File: src/rtl/uart_pkg.sv
// Shared definitions for the UART receive path: frame constants, the
// receiver FSM state encoding and the parity helper.
package uart_pkg;

  localparam int   UART_DATA_BITS  = 8;
  localparam logic UART_IDLE_LEVEL = 1'b1;

  // Receiver FSM states, in the order a frame walks through them.
  typedef enum logic [2:0] {
    RX_IDLE   = 3'd0,
    RX_START  = 3'd1,
    RX_DATA   = 3'd2,
    RX_PARITY = 3'd3,
    RX_STOP   = 3'd4
  } rx_state_e;

  // Parity bit carried by a frame: XNOR of all data bits (odd-style
  // parity, so an all-zero byte sends a 1).
  function automatic logic par(input logic [UART_DATA_BITS-1:0] d);
    return ~^d;
  endfunction

endpackage

File: src/rtl/uart_rx_sync.sv
// Brings the asynchronous rx line into the clk domain and flags its
// falling edges.
//
// rx_s is the synchronised line delayed by one extra register so that it
// is exactly the "previous" value used by the edge detector. The receiver
// samples rx_s, which keeps every sample point inside its bit even at two
// clocks per bit.
module uart_rx_sync
  import uart_pkg::*;
(
  input  logic clk,
  input  logic rst_n,
  input  logic rx,
  output logic rx_s,
  output logic rx_fall
);

  logic meta;
  logic sync;

  // Two-flop synchroniser plus edge-detect register, all reset to the idle level.
  // NOTE: sequential state uses <= so every flop samples the pre-edge value
  // of its neighbour; with = the chain would collapse into one stage.
  always_ff @(posedge clk or negedge rst_n) begin
    if (!rst_n) begin
      meta <= UART_IDLE_LEVEL;
      sync <= UART_IDLE_LEVEL;
      rx_s <= UART_IDLE_LEVEL;
    end else begin
      meta <= rx;
      sync <= meta;
      rx_s <= sync;
    end
  end

  // High for one cycle when the synchronised line goes from 1 to 0.
  assign rx_fall = rx_s & ~sync;

endmodule

File: src/rtl/uart_receiver.sv
// UART receive stage: start bit, 8 data bits LSB first, XNOR parity bit,
// stop bit. The line is sampled mid-bit in the clk domain; each accepted
// byte is held in data_out with data_valid until the consumer pulses
// data_read.
//
// Optional feature (compile-time macro UART_RX_OVERRUN_EN): adds the
// sticky output 'overrun', set when a new frame lands on an unread byte
// and cleared by data_read. Without the macro an unread byte is silently
// overwritten.
module uart_receiver
  import uart_pkg::*;
#(
  parameter int CLKS_PER_BIT = 2
) (
  input  logic                      clk,
  input  logic                      rst_n,
  input  logic                      rx,
  input  logic                      data_read,
  output logic [UART_DATA_BITS-1:0] data_out,
  output logic                      data_valid,
  output logic                      parity_error,
  output logic                      framing_error,
  output logic                      busy
`ifdef UART_RX_OVERRUN_EN
  ,
  output logic                      overrun
`endif
);

  localparam int CNT_W = $clog2(CLKS_PER_BIT);
  // Start bit is sampled half a bit after detection, later bits one full
  // bit after the previous sample.
  localparam logic [CNT_W-1:0] HALF_LAST = CNT_W'(CLKS_PER_BIT / 2 - 1);
  localparam logic [CNT_W-1:0] BIT_LAST  = CNT_W'(CLKS_PER_BIT - 1);

  logic                      rx_s;
  logic                      rx_fall;
  rx_state_e                 state;
  logic [CNT_W-1:0]          cnt;
  logic [2:0]                bit_idx;
  logic [UART_DATA_BITS-1:0] shreg;
  logic                      par_bit;
  logic                      sample_tick;
  logic                      stop_tick;
  logic                      accept;
  logic                      frame_bad;

  uart_rx_sync u_sync (
    .clk     (clk),
    .rst_n   (rst_n),
    .rx      (rx),
    .rx_s    (rx_s),
    .rx_fall (rx_fall)
  );

  assign sample_tick = (state == RX_START) ? (cnt == HALF_LAST) : (cnt == BIT_LAST);
  assign stop_tick   = (state == RX_STOP) && sample_tick;
  assign accept      = stop_tick && (rx_s == UART_IDLE_LEVEL);
  assign frame_bad   = stop_tick && (rx_s != UART_IDLE_LEVEL);
  assign busy        = (state != RX_IDLE);

  // Baud counter: held at zero while idle, restarts at every sample point.
  always_ff @(posedge clk or negedge rst_n) begin
    if (!rst_n) begin
      cnt <= '0;
    end else if (state == RX_IDLE || sample_tick) begin
      cnt <= '0;
    end else begin
      cnt <= cnt + CNT_W'(1);
    end
  end

  // Frame FSM: advances one field per sample point and assembles the byte.
  always_ff @(posedge clk or negedge rst_n) begin
    if (!rst_n) begin
      state   <= RX_IDLE;
      bit_idx <= '0;
      shreg   <= '0;
      par_bit <= 1'b0;
    end else begin
      case (state)
        RX_IDLE: begin
          if (rx_fall) state <= RX_START;
        end
        RX_START: begin
          if (sample_tick) begin
            // A start bit that is already high again was a glitch.
            if (rx_s != UART_IDLE_LEVEL) begin
              state   <= RX_DATA;
              bit_idx <= '0;
            end else begin
              state <= RX_IDLE;
            end
          end
        end
        RX_DATA: begin
          if (sample_tick) begin
            shreg[bit_idx] <= rx_s;
            if (bit_idx == 3'd7) state <= RX_PARITY;
            else                 bit_idx <= bit_idx + 3'd1;
          end
        end
        RX_PARITY: begin
          if (sample_tick) begin
            par_bit <= rx_s;
            state   <= RX_STOP;
          end
        end
        RX_STOP: begin
          if (sample_tick) state <= RX_IDLE;
        end
        default: state <= RX_IDLE;
      endcase
    end
  end

  // Output holding registers: load on a good stop bit, pulse on a bad one.
  always_ff @(posedge clk or negedge rst_n) begin
    if (!rst_n) begin
      data_out      <= '0;
      data_valid    <= 1'b0;
      parity_error  <= 1'b0;
      framing_error <= 1'b0;
    end else begin
      framing_error <= frame_bad;
      if (accept) begin
        data_out     <= shreg;
        data_valid   <= 1'b1;
        parity_error <= (par_bit != par(shreg));
      end else if (data_read) begin
        data_valid <= 1'b0;
      end
    end
  end

`ifdef UART_RX_OVERRUN_EN
  // Sticky overrun: a frame landed on an unread byte; cleared by data_read.
  always_ff @(posedge clk or negedge rst_n) begin
    if (!rst_n) begin
      overrun <= 1'b0;
    end else if (accept && data_valid && !data_read) begin
      overrun <= 1'b1;
    end else if (data_read) begin
      overrun <= 1'b0;
    end
  end
`endif

endmodule

File: config.mk
export PLATFORM = sky130hd
export DESIGN_NAME = uart_receiver
export DESIGN_NICKNAME = d
export VERILOG_FILES = /design/src/rtl/uart_pkg.sv /design/src/rtl/uart_rx_sync.sv /design/src/rtl/uart_receiver.sv
export SDC_FILE = /design/constraint.sdc
export NUM_CORES = 1
export LEC_CHECK = 0
export CAP_MARGIN = 20
export CELL_PAD_IN_SITES_DETAIL_PLACEMENT = 0
export CELL_PAD_IN_SITES_GLOBAL_PLACEMENT = 1
export CORE_ASPECT_RATIO = 0.6
export CORE_MARGIN = 5
export CORE_UTILIZATION = 48
export CTS_CLUSTER_DIAMETER = 80
export DETAILED_ROUTE_END_ITERATION = 6
export GPL_ROUTABILITY_DRIVEN = 1
export GPL_TIMING_DRIVEN = 0
export HOLD_SLACK_MARGIN = 0.12
export PLACE_DENSITY_LB_ADDON = 0.1
export SETUP_SLACK_MARGIN = 0.5
export SKIP_CTS_REPAIR_TIMING = 1
export SYNTH_ARGS = -nofsm -noshare
export SYNTH_HDL_FRONTEND = slang
export SYNTH_HIERARCHICAL = 1
export SYNTH_SLANG_ARGS = --single-unit
File: constraint.sdc
create_clock -name clk -period 3.2 [get_ports clk]
set_clock_uncertainty 0.05 [all_clocks]
set_input_delay 0.96 -clock clk [delete_from_list [all_inputs] [get_ports clk]]
set_output_delay 0.96 -clock clk [all_outputs]
set_load 0.01 [all_outputs]
; ---- Word level (Yosys, flattened, before mapping)
; Index checks and enable logic that the tools add are counted.
[word_totals]
ff_bits = 30
inputBits = 4
out_inout_bits = 12
[op_classes]
addsub = 2
magnitude_cmp = 2
n_eq_ne = 14
n_mux = 20
bitwise_logic = 4
reduce_logical = 14
[op_table]
columns = operator, count
row1 = 2-to-1 mux 3 bit, 10
row2 = != test 2 bit (second input constant), 8
row3 = case mux 3 bit (5 select lines), 1
row4 = bitwise mux 8 bit, 1
row5 = XNOR reduction 8 bit, 1
row6 = equality test 3 x 2 -> 1 bit (second input constant), 2
row7 = equality test 3 bit (second input constant), 2
row8 = case mux 3 bit (2 select lines), 1
row9 = AND reduction 6 bit, 1
row10 = 2-to-1 mux 1 bit, 5
row11 = AND reduction 5 bit, 1
row12 = logical AND 1 bit, 4
row13 = < comparator 3 x 4 -> 1 bit (second input constant), 1
row14 = AND reduction 2 bit, 2
row15 = nonzero test 2 bit, 2
row16 = adder 3 x 1 -> 3 bit (second input constant), 1
row17 = demux 1 bit (select 3 bit), 1
row18 = equality test 3 x 1 -> 1 bit (second input constant), 1
row19 = greater-or-equal comparator 3 x 1 -> 1 bit (second input constant), 1
row20 = logical NOT 3 bit, 1
row21 = NOT 1 bit, 3
row22 = nonzero test 3 bit, 1
row23 = 2-to-1 mux 2 bit, 1
row24 = adder 1 bit (second input constant), 1
row25 = 3 further kinds, 3

; ---- Logic depth before layout (Yosys ltp)
; Gate-level depths: netlist of run 1.
[depth]
ltp_word = 5
depth_mapped = 8
depth_no_buf = 7

; ---- Cells and area by module
; The synthesis of run 1 kept the hierarchy.
[by_module_without_submodules]
columns = mod, n_inst, cells_per_inst, area_each_um2, seq_area_each_um2
row1 = uart_receiver, 1, 108, 1330.0, 675.6
row2 = uart_rx_sync, 1, 4, 92.6, 78.8

; ---- Worst setup path before layout of run 1
; Ideal clock, no wire load.
[synth_timing]
kind = register to register
start = register state[0]
end = register shreg[1]
setup_time_ps = 125
arrival_ps = 1763
required_ps = 3025
path_slack_ps = 1262
path_stages_with_launch = 9
path_buffers = 2
cell_sequence = dfrtp_1 -> buf_6 -> or2b_1 -> nor2_1 -> ha_1 -> buf_4 -> nand2_1 -> nor3_1 -> mux2_2
[synth_via]
elab_chain_cells = 3
elab_cells_between_ends = 4
classes_between = eq/ne: 2 / mux: 1 / reduce/logical: 1
[synth_lines]
columns = element, line_no
row1 = start: declaration, uart_receiver.sv:38  ; rx_state_e state;
row2 = start signal: assignment, uart_receiver.sv:76  ; state <= RX_IDLE;
row3 = start signal: assignment, uart_receiver.sv:83  ; if (rx_fall) state <= RX_START;
row4 = start signal: assignment, uart_receiver.sv:89  ; state <= RX_DATA;
row5 = equality test 3 x 1 -> 1 bit, uart_receiver.sv:56  ; assign sample_tick = (state == RX_START) ? (cnt == HALF_LAST) : (cnt == BIT_LAST);
row6 = 2-to-1 mux 1 bit, uart_receiver.sv:56
row7 = AND reduction 2 bit (no source line) (*), -
row8 = end signal: indexed assignment, uart_receiver.sv:98  ; shreg[bit_idx] <= rx_s;
row9 = end: declaration, uart_receiver.sv:41  ; logic [UART_DATA_BITS-1:0] shreg;
; Every way passes the cells marked *; elsewhere a longest branch is shown, timed or not.
; A chain may end at the register's enable or synchronous reset.

; ---- Worst setup path in the final report of run 1
[layout_timing]
start = register state[2]
end = output busy
[layout_via]
elab_chain_cells = 1
[layout_lines]
columns = element, line_no
row1 = nonzero test 3 bit, uart_receiver.sv:60  ; assign busy = (state != RX_IDLE);
row2 = end: declaration, uart_receiver.sv:23  ; output logic busy
; No other way between the ends.

==> impl_table.tex, run 1 <==
\begin{tabular}{lr}
\hline
Metric & Value \\
\hline
\multicolumn{2}{l}{\textbf{Floorplanning}} \\
Die extent in x & 80.28 µm \\
Die boundary height & 52.17 µm \\
Initial Util & 0.4987 \\
Ports & 16 \\
Area of the core & 0.002853 mm² \\
Total number of placement rows & 15 \\
Area of the die & 0.004188 mm² \\
\multicolumn{2}{l}{\textbf{Logic synthesis}} \\
Synthesized-area fraction occupied by adder cells & 0.02639 \\
Number of warnings issued by yosys & 6 \\
Fraction of synthesized cell area taken by the top area cell type & 0.4749 \\
Area share of xor/xnor cells in the synthesized design & 0.05277 \\
Dominant combinational cell family by area after synthesis & simple AND/OR/NAND/NOR gates \\
Sequential-to-total area share from yosys stat & 0.5303 \\
Number of enable-type register cells in the synthesized netlist & 0 \\
Share of synthesized cell area in and, or, nand and nor gates & 0.1662 \\
Mapped Nets & 119 \\
Synthesized area per cell & 12.70 µm² \\
Post-synthesis mux area share & 0.1425 \\
Yosys reg bits & 30 \\
Synth top area cells & sky130\_fd\_sc\_hd\_\_dfrtp\_1, sky130\_fd\_sc\_hd\_\_mux2\_2, sky130\_fd\_sc\_hd\_\_dfstp\_2 \\
Post-Syn Instances & 112 \\
Unique masters post-synth & 36 \\
Most area-hungry cell type in the Yosys netlist & sky130\_fd\_sc\_hd\_\_dfrtp\_1 \\
Main flop type after synthesis & sky130\_fd\_sc\_hd\_\_dfrtp\_1 \\
Area fraction in compound gates after synthesis & 0.04573 \\
Summed instance area of the synthesized netlist & 0.001423 mm² \\
Fraction of registers with async set or reset after synthesis & 1.000 \\
\multicolumn{2}{l}{\textbf{Route}} \\
TritonRoute pass-1 iters & 4 \\
Vias after detailed routing & 914 \\
Antenna Violating Nets Remaining & 0 \\
Initial DRC Count & 56 \\
Drt total wl & 2506 µm \\
Detail-routed via count per cell & 5.135 \\
Routed WL per cell & 14.08 µm \\
Count of unresolved DRC violations after routing & 0 \\
\multicolumn{2}{l}{\textbf{Setup path}} \\
Required @ worst endpoint & 2190 ps \\
Crit-path max cell delay & 400 ps \\
WP data arrival & 1400 ps \\
Critical Path, Cell by Cell & buf\_2 -> or3\_1 -> dlymetal6s2s\_1 \\
Critical path capture point type & primary output \\
Largest driver fanout on the critical path & 10 \\
Cell type of the slowest stage on the worst timing path & sky130\_fd\_sc\_hd\_\_dfrtp\_1 \\
Category of the critical setup timing path & reg2out \\
Worst Setup Start Kind & register \\
\multicolumn{2}{l}{\textbf{Timing}} \\
Fraction of the cycle the final worst path needs & 0.7518 \\
Unrepaired setup endpoints after global routing & false \\
Setup-violating endpoint count in the final report & 0 \\
Count of endpoints failing hold in the final timing report & 0 \\
Max Fclk & 0.4157 GHz \\
Slew Limit Fails & 0 \\
Worst-case headroom to the max-slew limit & 0.4949 \\
Final total negative setup slack & 0 ps \\
Worst Max-Slew Pin Slew & 755.2 ps \\
Min Tclk post-route & 2406 ps \\
\multicolumn{2}{l}{\textbf{Global routing}} \\
Number of global-route vias before repair & 907 \\
Total global-route track usage & 0.1495 \\
Number of antenna violations at the first check in global routing & 0 \\
Global-route wire length before repair & 4540 µm \\
Total grt overflow & 0 \\
Maximum number of pins on one net before global-route repair & 17 \\
\multicolumn{2}{l}{\textbf{Clock tree}} \\
Deepest level of the CTS H-tree & 2 \\
Cts bufs inserted & 5 \\
Number of buffers on the longest clock path & 2 \\
Cell at the root of the clock tree & sky130\_fd\_sc\_hd\_\_clkbuf\_8 \\
CTS tree & yes \\
\# clock sinks & 30 \\
Clock transition at the registers of the reported paths & 60 ps \\
Clk\_lat worst skew & 280 ps \\
\multicolumn{2}{l}{\textbf{Placed design}} \\
Buffers added on ports & 15 \\
Final weighted congestion in routability-driven placement & 0.7422 \\
HPWL after detailed placement & 1826 µm \\
Inst Count DP & 170 \\
\multicolumn{2}{l}{\textbf{Power}} \\
Leakage power summed over all cells & 0.7977 nW \\
Peak supply drop & 0.0004176 V \\
PwrDens & 848.2 mW/mm² \\
\multicolumn{2}{l}{\textbf{Final layout}} \\
Nets & 142 \\
Count of antenna diodes in the layout & 0 \\
Area added between synthesis and finish & 22.78\% \\
Ratio of cells with drive above 1 in the final layout & 0.2868 \\
Number of standard cells in the layout, taps in and fillers out & 178 \\
Filler Cell Count & 240 \\
\multicolumn{2}{l}{\textbf{Run status}} \\
Outcome & completed \\
\multicolumn{2}{l}{\textbf{Hold path}} \\
Min-Delay Path Class & reg2reg \\
\multicolumn{2}{l}{\textbf{Flow run}} \\
Count of max-cap constraint violations & 0 \\
\hline
\end{tabular}
cell usage in the layout (no fill, tap or decap), types with 2 or more instances in the layout:
cell,synthesis,final
sky130_fd_sc_hd__nand2_1,3,3
sky130_fd_sc_hd__dfstp_2,3,3
sky130_fd_sc_hd__clkbuf_1,1,2
sky130_fd_sc_hd__mux2_1,2,2
sky130_fd_sc_hd__clkbuf_8,0,6
sky130_fd_sc_hd__nand2b_1,3,3
sky130_fd_sc_hd__buf_2,2,2
sky130_fd_sc_hd__o21ai_0,4,4
sky130_fd_sc_hd__mux2_2,16,16
sky130_fd_sc_hd__xnor2_1,5,5
sky130_fd_sc_hd__a22o_1,2,2
sky130_fd_sc_hd__dfrtp_1,27,27
sky130_fd_sc_hd__nor2_1,7,7
sky130_fd_sc_hd__nor3_1,5,5
sky130_fd_sc_hd__nand3_1,2,2
sky130_fd_sc_hd__buf_4,3,3
sky130_fd_sc_hd__nand3b_1,3,3
sky130_fd_sc_hd__clkdlybuf4s50_1,0,14
sky130_fd_sc_hd__ha_1,3,3
sky130_fd_sc_hd__nand4_1,3,3
where the power goes:
group,internal (mW),switching [mW],total (mW)
logic,0.341,0.278,0.619
registers,0.479,0.0760,0.555
clock network,0.173,0.135,0.308
worst paths after layout:
path	end	slack, ps	cells after the start	start
setup / recovery	busy	790	3	state[2]$_DFFE_PN0P_
hold / removal	u_sync/sync$_DFF_PN1_	310	0	u_sync/meta$_DFF_PN1_
setup reg to reg	data_out[0]$_DFFE_PN0P_	1100	7	state[1]$_DFFE_PN0P_
hold reg to reg	u_sync/sync$_DFF_PN1_	310	0	u_sync/meta$_DFF_PN1_
max in group asynchronous	u_sync/rx_s$_DFF_PN1_	1410	2	rst_n
min in group asynchronous	shreg[5]$_DFFE_PN0P_	1080	1	rst_n
flip-flops by register name (all words and copies together), names as in the netlist:
name           count
state              3
bit_idx            3
parity_error       1
data_valid         1
cnt                1
u_sync/meta        1
u_sync/sync        1
data_out           8
shreg              8
u_sync/rx_s        1
par_bit            1
framing_error      1
worst max-delay path: cells and delay by family (launching register included):
family                 cells  cell delay (ps)
flip-flops                 1              400
AND/OR/NAND/NOR            1              340
buffers and inverters      2              380
cells by family after synthesis:
logic type | count (synthesis)
AO/OA/AOI/OAI | 10
XOR/XNOR | 7
adder cells (fa/ha/maj) | 3
buffers and inverters | 8
flip-flops | 30
multiplexers | 18
AND/OR/NAND/NOR | 36
per-layer routing:
layer / share of wire / wire length [µm] / global-route usage / vias up
li1: - / - / - / 443
met1: 0.53 / 1320 / 0.2212 / 436
met2: 0.39 / 976 / 0.1868 / 27
met3: 0.059 / 148 / 0.05326 / 8
met4: 0.024 / 61 / 0.07584 / 0
met5: 0 / 0 / 0 / -
Yosys cell counts, types with 2 or more instances:
master	number
sky130_fd_sc_hd__nand3_1	2
sky130_fd_sc_hd__a22o_1	2
sky130_fd_sc_hd__dfstp_2	3
sky130_fd_sc_hd__nor3_1	5
sky130_fd_sc_hd__buf_4	3
sky130_fd_sc_hd__ha_1	3
sky130_fd_sc_hd__nand4_1	3
sky130_fd_sc_hd__nand2_1	3
sky130_fd_sc_hd__mux2_2	16
sky130_fd_sc_hd__dfrtp_1	27
sky130_fd_sc_hd__nor2_1	7
sky130_fd_sc_hd__mux2_1	2
sky130_fd_sc_hd__nand3b_1	3
sky130_fd_sc_hd__nand2b_1	3
sky130_fd_sc_hd__xnor2_1	5
sky130_fd_sc_hd__o21ai_0	4
sky130_fd_sc_hd__buf_2	2
layout make-up:
class                           instances  area (µm²)  share of cell area
Buffer                                  7       47.55             0.02722
Clock buffer                            7       86.33             0.04943
Clock inverter                          1       5.005            0.002865
Inverter                                1       3.754            0.002149
Multi-Input combinational cell         74       616.8              0.3532
Sequential cell                        30       754.5              0.4319
Tap cell                               42       52.55             0.03009
Timing Repair Buffer                   16       180.2              0.1032
stage by stage:
step	setup WS (ps)	total power [mW]	instance area [µm²]	util	hold slack [ps]
after floorplan	1262	1.020	1423	-	295.2
after global placement	629.8	1.160	1625	0.5697	295.7
after detailed placement	792.2	1.184	1653	0.5794	297.8
after CTS	480.4	1.499	1744	0.6114	306.6
after global routing	730.2	1.589	1747	0.6123	313.4
final	794.3	1.482	1747	0.6123	306.3
(Power assumes the default switching activity.)
==> run 2, diff against run 1 <==
- CORE_UTILIZATION: 48 -> 40
- clock period: 3.2 -> 2.1 ns (I/O delays scaled with it)
==> impl_table.tex, run 2 (synthesis results as in run 1) <==
\begin{tabular}{lr}
\hline
Metric & Value \\
\hline
\multicolumn{2}{l}{\textbf{Run status}} \\
Outcome & completed \\
\multicolumn{2}{l}{\textbf{Setup path}} \\
Worst Setup Start Kind & register \\
Critical Path, Cell by Cell & buf\_4 -> or3\_1 -> clkbuf\_2 \\
WP data arrival & 1340 ps (-60 ps) \\
Required @ worst endpoint & 1420 ps (-770 ps) \\
Largest driver fanout on the critical path & 10 (unchanged) \\
Critical path capture point type & primary output \\
Crit-path max cell delay & 400 ps (about the same) \\
Cell type of the slowest stage on the worst timing path & sky130\_fd\_sc\_hd\_\_dfrtp\_1 \\
Category of the critical setup timing path & reg2out \\
\multicolumn{2}{l}{\textbf{Final layout}} \\
Cell area after layout & 0.002103 mm² (+20\%) \\
Seq. cell area & 754.5 µm² (unchanged) \\
Count of antenna diodes in the layout & 0 (unchanged) \\
Largest regs & data\_out (8), shreg (8) \\
Nets & 157 (+11\%) \\
Area added between synthesis and finish & 47.85\% \\
Most frequent cells in the layout & sky130\_fd\_sc\_hd\_\_dfrtp\_1, sky130\_fd\_sc\_hd\_\_mux2\_4, sky130\_fd\_sc\_hd\_\_buf\_4, sky130\_fd\_sc\_hd\_\_dlymetal6s2s\_1, sky130\_fd\_sc\_hd\_\_buf\_6 \\
Filler Cell Count & 232 (-3.3\%) \\
Multi-input logic area & 798.3 µm² (+29\%) \\
Ratio of cells with drive above 1 in the final layout & 0.4834 (+0.1967) \\
Commonest non-fill, non-tap cell in the layout & sky130\_fd\_sc\_hd\_\_dfrtp\_1 \\
\multicolumn{2}{l}{\textbf{Floorplanning}} \\
Die extent in x & 86.99 µm (+8.4\%) \\
Total number of placement rows & 16 (+1) \\
Area of the die & 0.004888 mm² (+17\%) \\
Area of the core & 0.003343 mm² (+17\%) \\
Die boundary height & 56.20 µm (+7.7\%) \\
Initial Util & 0.4255 (-0.07316) \\
Ports & 16 (unchanged) \\
\multicolumn{2}{l}{\textbf{Flow run}} \\
Count of max-cap constraint violations & 0 (unchanged) \\
\multicolumn{2}{l}{\textbf{Route}} \\
Drt total wl & 3012 µm (+20\%) \\
Detail-routed via count per cell & 4.995 (-2.7\%) \\
Routed WL per cell & 15.37 µm (+9.2\%) \\
TritonRoute pass-1 iters & 4 (unchanged) \\
Count of unresolved DRC violations after routing & 0 (unchanged) \\
Antenna Violating Nets Remaining & 0 (unchanged) \\
Initial DRC Count & 41 (-27\%) \\
Vias after detailed routing & 979 (+7.1\%) \\
\multicolumn{2}{l}{\textbf{Clock tree}} \\
Deepest level of the CTS H-tree & 2 (unchanged) \\
Number of buffers on the longest clock path & 2 (unchanged) \\
Cts bufs inserted & 5 (unchanged) \\
\# clock sinks & 30 (unchanged) \\
CTS tree & yes \\
Clk\_lat worst skew & 290 ps (about the same) \\
Clock transition at the registers of the reported paths & 70 ps (about the same) \\
Cell at the root of the clock tree & sky130\_fd\_sc\_hd\_\_clkbuf\_8 \\
\multicolumn{2}{l}{\textbf{Hold path}} \\
Min-Delay Path Class & reg2reg \\
\multicolumn{2}{l}{\textbf{Global routing}} \\
Number of antenna violations at the first check in global routing & 0 (unchanged) \\
Maximum number of pins on one net before global-route repair & 18 (+1) \\
Total global-route track usage & 0.1269 (-0.02263) \\
Number of global-route vias before repair & 895 (-1.3\%) \\
Fraction of met3 tracks used by global routing & 0.04882 (-0.004448) \\
M1 GR Usage & 0.1912 (-0.03003) \\
Total grt overflow & 0 (unchanged) \\
Met2 layer usage reported by global route & 0.1524 (-0.03438) \\
Layer carrying the most global-route usage & met1 \\
Global-route wire length before repair & 4602 µm (+1.4\%) \\
\multicolumn{2}{l}{\textbf{Placed design}} \\
Buffers added on ports & 15 (unchanged) \\
HPWL after detailed placement & 1880 µm (+3.0\%) \\
Final weighted congestion in routability-driven placement & 0.7436 (+0.19\%) \\
Placed inst area & 0.001709 mm² (+3.4\%) \\
Worst setup slack before clock tree synthesis & 6.513 ps (-785.7 ps) \\
\multicolumn{2}{l}{\textbf{Timing}} \\
Slew Limit Fails & 0 (unchanged) \\
Setup-violating endpoint count in the final report & 0 (unchanged) \\
Worst Max-Slew Pin Slew & 720.9 ps (-34.30 ps) \\
Min Tclk post-route & 2020 ps \\
Final total negative setup slack & 0 ps (unchanged) \\
Unrepaired setup endpoints after global routing & true \\
Max Fclk & 0.4952 GHz \\
Count of endpoints failing hold in the final timing report & 0 (unchanged) \\
Setup slack of the critical path after layout & 80.49 ps (-713.8 ps) \\
Fraction of the cycle the final worst path needs & 0.9617 \\
Worst-case headroom to the max-slew limit & 0.5179 (+0.02294) \\
\multicolumn{2}{l}{\textbf{Power}} \\
Leakage power summed over all cells & 1.157 nW (+45\%) \\
PwrDens & 1328 mW/mm² (+57\%) \\
Peak supply drop & 0.0005661 V (+36\%) \\
\hline
\end{tabular}
run 2: cell count changes in the layout (fill, tap and decap cells not counted), sizes merged:
cell,change
clkbuf,+1
buf,+15
clkdlybuf4s50,-11
dlymetal6s2s,+10
run 2: where the power goes:
part	internal, mW	switching (mW)
clock	0.264	0.217
combinational	0.829	0.620
sequential	0.729	0.134
run 2: worst max-delay path: cells and delay by family (launching register included):
kind	cells	cell delay, ps
DFF	1	400
buffers and inverters	2	330
and+or+nand+nor	1	320
run 2: path summary, 6_finish.rpt:
path | cells after the start | to | from | slack (ps)
setup / recovery | 3 | busy | state[2]$_DFFE_PN0P_ | 80
hold / removal | 0 | u_sync/sync$_DFF_PN1_ | u_sync/meta$_DFF_PN1_ | 300
setup reg to reg | 9 | par_bit$_DFFE_PN0P_ | state[1]$_DFFE_PN0P_ | 140
hold reg to reg | 0 | u_sync/sync$_DFF_PN1_ | u_sync/meta$_DFF_PN1_ | 300
max in group asynchronous | 2 | state[1]$_DFFE_PN0P_ | rst_n | 740
min in group asynchronous | 1 | data_out[1]$_DFFE_PN0P_ | rst_n | 730
run 2: cell type report:
type | instances | share of cell area
Timing Repair Buffer | 31 | 0.1594
Clock inverter | 1 | 0.002380
Buffer | 7 | 0.03034
Multi-Input combinational cell | 74 | 0.3795
Tap cell | 45 | 0.02677
Clock buffer | 7 | 0.04105
Inverter | 1 | 0.001785
Sequential cell | 30 | 0.3587
run 2: metal layers:
layer,wire [µm],share of wire
met1,1556,0.52
met2,1233,0.41
met3,167,0.055
met4,55,0.018
met5,0,0
run 2: through the flow:
| step | total power, mW | utilization | hold WS, ps | cells |
|---|---|---|---|---|
| detailed placement | 1.850 | 0.5112 | 296.9 | 173 |
| CTS | 2.341 | 0.5385 | 305.4 | 181 |
| finish | 2.793 | 0.6291 | 304.4 | 196 |
| floorplan | 1.603 | - | 284.4 | 112 |
| global placement | 1.821 | 0.5030 | 296.7 | 172 |
| global route | 2.978 | 0.6291 | 308.9 | 196 |
==> run 3, diff against run 2 <==
- CORE_UTILIZATION: 40 -> 48
- clock period: 2.1 -> 2.5 ns (I/O delays scaled with it)
==> impl_table.tex, run 3 (synthesis results as in run 1) <==
\begin{tabular}{lr}
\hline
Metric & Value \\
\hline
\multicolumn{2}{l}{\textbf{Placed design}} \\
Buffers added on ports & 15 (unchanged) \\
Inst Count DP & 170 (-1.7\%) \\
Final weighted congestion in routability-driven placement & 0.7422 (-0.19\%) \\
HPWL after detailed placement & 1826 µm (-2.9\%) \\
\multicolumn{2}{l}{\textbf{Route}} \\
Routed WL per cell & 15.65 µm (+1.9\%) \\
Initial DRC Count & 87 (+110\%) \\
TritonRoute pass-1 iters & 4 (unchanged) \\
Detail-routed via count per cell & 5.121 (+2.5\%) \\
Count of unresolved DRC violations after routing & 0 (unchanged) \\
Vias after detailed routing & 973 (-0.61\%) \\
Antenna Violating Nets Remaining & 0 (unchanged) \\
Drt total wl & 2974 µm (-1.3\%) \\
\multicolumn{2}{l}{\textbf{Floorplanning}} \\
Area of the core & 0.002853 mm² (-15\%) \\
Area of the die & 0.004188 mm² (-14\%) \\
Ports & 16 (unchanged) \\
Total number of placement rows & 15 (-1) \\
Die extent in x & 80.28 µm (-7.7\%) \\
Die boundary height & 52.17 µm (-7.2\%) \\
Initial Util & 0.4987 (+0.07316) \\
\multicolumn{2}{l}{\textbf{Clock tree}} \\
Cts bufs inserted & 5 (unchanged) \\
Cell at the root of the clock tree & sky130\_fd\_sc\_hd\_\_clkbuf\_8 \\
Deepest level of the CTS H-tree & 2 (unchanged) \\
CTS tree & yes \\
\# clock sinks & 30 (unchanged) \\
Clock transition at the registers of the reported paths & 60 ps (about the same) \\
Clk\_lat worst skew & 290 ps (about the same) \\
Number of buffers on the longest clock path & 2 (unchanged) \\
\multicolumn{2}{l}{\textbf{Final layout}} \\
Number of standard cells in the layout, taps in and fillers out & 190 (-3.1\%) \\
Final core occ & 0.6886 (+0.05948) \\
Area added between synthesis and finish & 38.08\% \\
Ratio of cells with drive above 1 in the final layout & 0.4189 (-0.06452) \\
Commonest non-fill, non-tap cell in the layout & sky130\_fd\_sc\_hd\_\_dfrtp\_1 \\
Largest regs & data\_out (8), shreg (8) \\
Count of antenna diodes in the layout & 0 (unchanged) \\
Most frequent cells in the layout & sky130\_fd\_sc\_hd\_\_dfrtp\_1, sky130\_fd\_sc\_hd\_\_buf\_4, sky130\_fd\_sc\_hd\_\_clkdlybuf4s50\_1 \\
Nets & 154 (-1.9\%) \\
\multicolumn{2}{l}{\textbf{Timing}} \\
Setup-violating endpoint count in the final report & 0 (unchanged) \\
Unrepaired setup endpoints after global routing & true \\
Slew Limit Fails & 0 (unchanged) \\
Count of endpoints failing hold in the final timing report & 0 (unchanged) \\
Worst-case headroom to the max-slew limit & 0.4899 (-0.02798) \\
Min Tclk post-route & 2111 ps \\
Worst Max-Slew Pin Slew & 762.7 ps (+41.83 ps) \\
Final total negative setup slack & 0 ps (unchanged) \\
Fraction of the cycle the final worst path needs & 0.8445 \\
Max Fclk & 0.4737 GHz \\
\multicolumn{2}{l}{\textbf{Power}} \\
PwrDens & 1114 mW/mm² (-16\%) \\
Internal power component & 1.447 mW (-21\%) \\
Clock power share & 0.185 (+0.013) \\
Leakage power summed over all cells & 0.9746 nW (-16\%) \\
Proportion of total power due to net switching & 0.3389 (-0.008624) \\
Part of the total power dissipated in sequential elements & 0.329 (+0.020) \\
Peak supply drop & 0.0006222 V (+9.9\%) \\
Net switching power figure & 741.8 µW (-24\%) \\
Power share of the combinational group & 0.486 (-0.033) \\
\multicolumn{2}{l}{\textbf{Flow run}} \\
Count of max-cap constraint violations & 0 (unchanged) \\
\multicolumn{2}{l}{\textbf{Setup path}} \\
Largest driver fanout on the critical path & 8 (-2) \\
Family with the most delay on the worst path & simple AND/OR/NAND/NOR gates \\
Crit-path max cell delay & 390 ps (about the same) \\
Number of buffer and inverter instances along the worst setup path & 2 (unchanged) \\
Category of the critical setup timing path & reg2out \\
Required @ worst endpoint & 1700 ps (+280 ps) \\
Critical path capture point type & primary output \\
WP data arrival & 1310 ps (-30 ps) \\
Cell type of the slowest stage on the worst timing path & sky130\_fd\_sc\_hd\_\_or3\_4 \\
Most frequent cell on the critical path & sky130\_fd\_sc\_hd\_\_buf\_6 \\
Worst Setup Start Kind & register \\
Critical Path, Cell by Cell & buf\_6 -> or3\_4 -> buf\_6 \\
\multicolumn{2}{l}{\textbf{Global routing}} \\
Total grt overflow & 0 (unchanged) \\
Global-route wire length before repair & 4540 µm (-1.3\%) \\
Number of antenna violations at the first check in global routing & 0 (unchanged) \\
Maximum number of pins on one net before global-route repair & 17 (-1) \\
Total global-route track usage & 0.1495 (+0.02263) \\
Number of global-route vias before repair & 907 (+1.3\%) \\
\multicolumn{2}{l}{\textbf{Run status}} \\
Outcome & completed \\
\multicolumn{2}{l}{\textbf{Hold path}} \\
Min-Delay Path Class & reg2reg \\
\hline
\end{tabular}
[run 3: changes by cell type in the layout (fill, tap and decap cells not counted), sizes merged]
| cell | previous run | this run |
|---|---|---|
| buf | 22 | 20 |
| clkbuf | 9 | 8 |
| clkdlybuf4s50 | 3 | 10 |
| dlymetal6s2s | 11 | 4 |
[run 3: power by group through the flow]
stage / clock network (mW) / registers, mW / logic [mW]
after floorplan: 0 / 0.704 / 0.602
after global placement: 0 / 0.711 / 0.773
after detailed placement: 0 / 0.720 / 0.795
after CTS: 0.404 / 0.712 / 0.803
after global routing: 0.432 / 0.739 / 1.15
final: 0.405 / 0.720 / 1.06
[run 3: area by class of cell]
type / instances / area (µm²)
Sequential cell: 30 / 754.5
Timing Repair Buffer: 28 / 284.0
Multi-Input combinational cell: 74 / 714.4
Inverter: 1 / 3.754
Tap cell: 42 / 52.55
Clock inverter: 1 / 5.005
Fill cell: 212 / 888.4
Buffer: 7 / 63.81
Clock buffer: 7 / 86.33
[run 3: metal layers]
layer	GRT usage	vias to the layer above	part of all wire
met5	0	-	0
met4	0.07584	0	0.017
met3	0.05326	8	0.049
met2	0.1868	27	0.42
met1	0.2212	472	0.51
li1	-	466	-
[run 3: worst paths after layout]
path / start / end / slack, ps / depth (start not counted)
worst max-delay path: state[0]$_DFFE_PN0P_ / busy / 390 / 3
worst min-delay path: u_sync/meta$_DFF_PN1_ / u_sync/sync$_DFF_PN1_ / 310 / 0
worst max register to register: state[1]$_DFFE_PN0P_ / data_out[0]$_DFFE_PN0P_ / 470 / 7
worst min register to register: u_sync/meta$_DFF_PN1_ / u_sync/sync$_DFF_PN1_ / 310 / 0
max in group asynchronous: rst_n / u_sync/rx_s$_DFF_PN1_ / 920 / 2
min in group asynchronous: rst_n / shreg[5]$_DFFE_PN0P_ / 860 / 1
[run 3: worst reg2reg max path: stages (launching register included)]
cell	delay [ps]
sky130_fd_sc_hd__dfrtp_1	390
sky130_fd_sc_hd__buf_6	140
sky130_fd_sc_hd__or2b_1	260
sky130_fd_sc_hd__nor2_2	170
sky130_fd_sc_hd__ha_4	240
sky130_fd_sc_hd__nand4_1	170
sky130_fd_sc_hd__buf_6	180
sky130_fd_sc_hd__mux2_4	310
[run 3: per-stage QoR]
step	hold slack (ps)	area (µm²)	total power, mW	setup WS, ps
after floorplan	295.2	1423	1.306	562.5
after global placement	295.7	1625	1.484	139.8
after detailed placement	297.8	1653	1.515	302.2
after CTS	306.6	1744	1.919	-9.650
after global routing	313.4	1964	2.323	350.5
final	306.2	1964	2.189	388.9
